--- config.mk ---
export PLATFORM = sky130hd
export DESIGN_NAME = arbitro_enrutamiento_param
export DESIGN_NICKNAME = d
export VERILOG_FILES = /design/src/rtl/arbitro_enrutamiento_param.sv
export SDC_FILE = /design/constraint.sdc
export NUM_CORES = 1
export LEC_CHECK = 0
export BUFFER_PORTS_ARGS = -buffer_cell sky130_fd_sc_hd__clkbuf_2
export CAP_MARGIN = 15
export CORE_ASPECT_RATIO = 1.1
export CORE_MARGIN = 3
export CORE_UTILIZATION = 46
export DETAILED_ROUTE_END_ITERATION = 12
export GPL_ROUTABILITY_DRIVEN = 0
export PLACE_DENSITY = 0.91
export REMOVE_ABC_BUFFERS = 1
export SETUP_SLACK_MARGIN = 0.4
export SLEW_MARGIN = 5
export SYNTH_ARGS = -nofsm -noshare
export SYNTH_HDL_FRONTEND = slang
export SYNTH_SLANG_ARGS = --single-unit
export TNS_END_PERCENT = 5
--- constraint.sdc ---
create_clock -name clk -period 4 [get_ports clk]
set_input_delay 0.4 -clock clk [delete_from_list [all_inputs] [get_ports clk]]
set_output_delay 0.4 -clock clk [all_outputs]
set_load 0.02 [all_outputs]
--- src/rtl/arbitro_enrutamiento_param.sv ---
// ---------------------------------------------------------------------------
// arbitro_enrutamiento_param
//
// Purpose:
//   Arbiter and router between NUM_VC virtual-channel FIFOs and NUM_DEST
//   destination FIFOs. Each cycle it picks one non-empty VC and pops it. The
//   arbitration is strict priority (MODE 0, VC0 highest) or round-robin
//   (MODE 1). On the next cycle it routes the returned word to the
//   destination named by the word's DEST field.
//   Any destination pause stops new pops. Words already popped are still
//   delivered.
//
// Ports:
//   clk       in   clock, rising edge
//   reset_L   in   asynchronous reset, active low
//   vc_data   in   VC FIFO read data, VCi = [i*DATA_W +: DATA_W],
//                  valid one cycle after its pop
//   vc_empty  in   VC FIFO empty flags (registered in the FIFOs)
//   d_pause   in   destination almost-full flags, 1 = no new pops
//   vc_pop    out  one-hot-or-zero pop strobes (combinational)
//   d_data    out  registered routed word per destination
//   d_push    out  registered push strobe per destination, at most one high
//   grant_id  out  index of the VC popped last cycle, zero-extended
//   idle      out  all VCs empty, nothing in flight, FSM in ACTIVE
// ---------------------------------------------------------------------------
module arbitro_enrutamiento_param #(
  parameter int DATA_W   = 6,
  parameter int NUM_VC   = 4,
  parameter int NUM_DEST = 2,
  parameter int DEST_LSB = 4,
  parameter int MODE     = 0
) (
  input  logic                       clk,
  input  logic                       reset_L,
  input  logic [NUM_VC*DATA_W-1:0]   vc_data,
  input  logic [NUM_VC-1:0]          vc_empty,
  input  logic [NUM_DEST-1:0]        d_pause,
  output logic [NUM_VC-1:0]          vc_pop,
  output logic [NUM_DEST*DATA_W-1:0] d_data,
  output logic [NUM_DEST-1:0]        d_push,
  output logic [2:0]                 grant_id,
  output logic                       idle
);

  localparam int VC_W   = $clog2(NUM_VC);
  localparam int DEST_W = $clog2(NUM_DEST);

  localparam logic [1:0] ST_INIT   = 2'd0;
  localparam logic [1:0] ST_ACTIVE = 2'd1;
  localparam logic [1:0] ST_PAUSED = 2'd2;

  logic [1:0]          state;
  logic [1:0]          state_nxt;
  logic [NUM_VC-1:0]   pop_dly;
  logic [VC_W-1:0]     rr_ptr;
  logic [NUM_VC-1:0]   cand;
  logic [NUM_VC-1:0]   cand_hi;
  logic [VC_W-1:0]     grant_idx;
  logic                grant_any;
  logic [DATA_W-1:0]   word;
  logic [DEST_W-1:0]   dest;
  logic [NUM_DEST-1:0] push_nxt;

  // INIT lasts exactly one cycle after reset release. Leaving PAUSED needs
  // every pause flag low.
  always_comb begin
    state_nxt = state;
    case (state)
      ST_INIT:   state_nxt = ST_ACTIVE;
      ST_ACTIVE: if (|d_pause) state_nxt = ST_PAUSED;
      ST_PAUSED: if (d_pause == '0) state_nxt = ST_ACTIVE;
      default:   state_nxt = ST_INIT;
    endcase
  end

  // Grant selection. cand_hi holds the candidates at or above rr_ptr. It is
  // only used in round-robin mode, so strict priority falls through to the
  // lowest-index candidate. The descending loops leave the lowest set index
  // in grant_idx.
  always_comb begin
    cand      = ~vc_empty;
    cand_hi   = '0;
    grant_idx = '0;
    grant_any = 1'b0;
    for (int k = 0; k < NUM_VC; k++) begin
      cand_hi[k] = cand[k] && (MODE == 1) && (VC_W'(k) >= rr_ptr);
    end
    for (int k = NUM_VC - 1; k >= 0; k--) begin
      if (cand[k]) begin
        grant_any = 1'b1;
        grant_idx = VC_W'(k);
      end
    end
    if (|cand_hi) begin
      for (int k = NUM_VC - 1; k >= 0; k--) begin
        if (cand_hi[k]) grant_idx = VC_W'(k);
      end
    end
  end

  // Pause is looked at directly as well as through the FSM. A pause that
  // rises mid-cycle therefore blocks the pop in that same cycle. This is
  // necessary because DEST is unknown until the word comes back.
  always_comb begin
    vc_pop = '0;
    if ((state == ST_ACTIVE) && (d_pause == '0) && grant_any) begin
      vc_pop[grant_idx] = 1'b1;
    end
  end

  // Control registers. rr_ptr only moves on an actual grant, so a cycle with
  // every VC empty leaves the rotation where it was.
  always_ff @(posedge clk or negedge reset_L) begin
    if (!reset_L) begin
      state    <= ST_INIT;
      pop_dly  <= '0;
      rr_ptr   <= '0;
      grant_id <= '0;
      idle     <= 1'b0;
    end else begin
      state   <= state_nxt;
      pop_dly <= vc_pop;
      if (|vc_pop) begin
        grant_id <= 3'(grant_idx);
        if (MODE == 1) begin
          rr_ptr <= (grant_idx == VC_W'(NUM_VC - 1)) ? '0 : grant_idx + 1'b1;
        end
      end
      idle <= (&vc_empty) && (pop_dly == '0) && (state == ST_ACTIVE);
    end
  end

  // The word returned for last cycle's pop is selected by the delayed one-hot
  // pop, so no encoded index is needed on the data path.
  always_comb begin
    word = '0;
    for (int k = 0; k < NUM_VC; k++) begin
      if (pop_dly[k]) word = vc_data[k*DATA_W +: DATA_W];
    end
    dest     = word[DEST_LSB +: DEST_W];
    push_nxt = '0;
    for (int d = 0; d < NUM_DEST; d++) begin
      push_nxt[d] = (|pop_dly) && (dest == DEST_W'(d));
    end
  end

  // Output registers. Slices that are not written keep their last word. Only
  // the push strobe returns to zero on a cycle with nothing in flight.
  always_ff @(posedge clk or negedge reset_L) begin
    if (!reset_L) begin
      d_data <= '0;
      d_push <= '0;
    end else begin
      d_push <= push_nxt;
      if (|pop_dly) begin
        d_data[dest*DATA_W +: DATA_W] <= word;
      end
    end
  end

endmodule

==> impl_metrics.toml <==
[status]
status = "finished clean"

[final_layout]
multi_input_area_um2 = 457.9
area.growth.synth_to_final_pct = 28.21
fin_cells = 171
layout.nets = 177
fin_util = 0.6465
drive_gt1_frac = 0.4825
fillCellCount = 172
seqCellArea_um2 = 550.5
num_antenna_cells = 0

[logic_synthesis]
synthTopCellsByCount = "dfrtp_1, a21oi_1, inv_1"
synth_ff_type = "dfrtp_1"
async_flop_share = 1.000
ys_seq_area_frac = 0.5238
yosysTopAreaCell = "dfrtp_1"
synth_most_common_cell = "dfrtp_1"
synthCells = 91
synth-edff-count = 0
synth_area_um2 = 1051
avgSynthCellArea_um2 = 11.55
synth_area_leaders = "dfrtp_1, mux2_4, mux2_2, a22oi_1, a21oi_1"
yosys_warnings = 0
synth_cell_types = 32
synth-seq-cells = 22
synth_top_area_share = 0.5238

[place]
port_buffers = 51
dp_hpwl_um = 1927
placed_cells = 168
pre_cts_ws_ns = 2.161

[cts]
root_buffer = "clkbuf_4"
cts.sink_count = 22
max-clock-path-buffers = 2
htree_levels = 1
ctsHoldBuffers = 0
cts_made_buffers = 3
cts_resized = 0
post_cts_buffers = 0
clk_pin_slew_ns = 0.10
tritoncts = "yes"
clk_latency_ns = 0.30

[job]
drv_cap = 0

[global_routing]
globalRouteTotalUtil = 0.1736
grt_max_degree = 23
antenna_found_initial = 0
grt_pass1_vias = 900
grt_pass1_wl_um = 3891
grt_overflow = 0

[route]
route.detailed.drc = 0
finalWirelength_um = 2364
viasPerCell = 5.409
via_count = 925
wire_per_inst_um = 13.82
drt_iter0_markers = 24
dr.pass1.iters = 4
ant_nets = 0

[sta]
rsz0062_at_grt = "false"
worst_slew_pin_slew_ns = 0.5140
setup_violations = 0
slew_headroom = 0.6573
fmax_mhz = 513.1
finalHoldViolCount = 0
setup_ws_ns = 2.051
tns_ns = 0
clock_skew_ns = 0.0005218
finalCritPeriodShare = 0.4872
min_period_ns = 1.949
slew_viol_final = 0

[pwr]
power_leakage_nw = 0.7100
ir_drop_uv = 289.7
power_density_nw_per_um2 = 492.3

[die]
die_w_um = 51.58
dieArea_um2 = 2895
dieHeight_um = 56.14
core_um2 = 2085
start_util = 0.5042
rows = 17
ioPinCount = 54

[worst_setup_path]
crit_required_ns = 3.60
critPathCaptureType = "output pin"
cp_max_fo = 8
cp-start-kind = "flip-flop"
arrival_ns = 1.55
crit_type = "reg2out"

[worst_hold_path]
hold_path_class = "in2async"
==> cells in the final DEF (no fill, tap or decap), drive strengths merged <==
cell type,n
nor3b,1
a2bb2oi,1
a22oi,5
o311ai,1
nor2b,1
or2b,1
nand2,6
o22ai,5
maj3,1
dfrtp,22
inv,7
or2,1
nor3,2
nor4,1
o2bb2ai,1
a21oi,7
a31oi,1
nand3,2
mux2,10
clkbuf,54
nand3b,1
o211ai,1
nor2,4
o21ai,1
conb,2
and3,1
a221oi,1
nand2b,1
or3b,1
==> worst paths after layout <==
check	slack, ns	depth (start not counted)	from	end
worst max-delay path	2.05	4	state[1]	vc_pop[3]
worst min-delay path	0.05	1	reset_L	d_data[6]
worst max register to register	2.46	4	pop_dly[3]	d_data[11]
worst min register to register	0.48	1	d_data[10]	d_data[10]
max in group asynchronous	3.61	1	reset_L	pop_dly[1]
min in group clk	0.32	2	vc_empty[0]	pop_dly[0]
==> metal layers <==
| metal | GRT usage | up-vias | share of wire |
|---|---|---|---|
| met5 | 0 | - | 0 |
| li1 | - | 432 | - |
| met3 | 0.02413 | 2 | 0.098 |
| met2 | 0.3145 | 57 | 0.51 |
| met4 | 0.06742 | 0 | 0.0085 |
| met1 | 0.1997 | 434 | 0.38 |
==> report_power, final <==
group | internal, mW | switching [mW] | leakage [nW]
Sequential | 0.282 | 0.0333 | 0.293
Combinational | 0.108 | 0.147 | 0.403
Clock | 0.0351 | 0.0588 | 0.0138
Total | 0.425 | 0.239 | 0.710
==> worst max-delay path, stage by stage, from the launching register on <==
cell and delay, ns:
dfrtp_1 0.40, inv_1 0.09, nand3_1 0.23, nor3_1 0.32, clkbuf_2 0.22
==> area by class of cell <==
class                   count  share of cell area
clock buffers               3             0.01671
inverters                   7             0.01950
multi-input cells          60              0.3398
flip-flops and latches     22              0.4085
well taps                  28             0.02600
repair buffers             51              0.1894
==> cells by family (layout without fill, tap and decap cells) <==
group	Yosys count	in the layout	share of synthesized area
buffers and inverters	10	61	0.04404
and+or+nand+nor	23	23	0.1215
muxes	10	10	0.1250
adders and majority gates	1	1	0.009524
AOI/OAI and AO/OA	24	24	0.1726
other	1	2	0.003568
DFF	22	22	0.5238
==> through the flow <==
| step | cell area, µm² | hold slack (ns) | power, mW |
|---|---|---|---|
| floorplan | 1035 | 0.1044 | 0.4781 |
| global placement | 1325 | 0.3848 | 0.5659 |
| detailed placement | 1325 | 0.4011 | 0.5762 |
| CTS | 1348 | 0.06532 | 0.6699 |
| global route | 1348 | 0.09323 | 0.7033 |
| finish | 1348 | 0.05034 | 0.6634 |
==> flip-flops by register name, indices dropped and copies added, names as in the netlist <==
| name | count |
|---|---|
| d_data | 11 |
| state | 2 |
| pop_dly | 4 |
| grant_id | 2 |
| d_push | 2 |
| idle | 1 |
(Power assumes the default switching activity.)
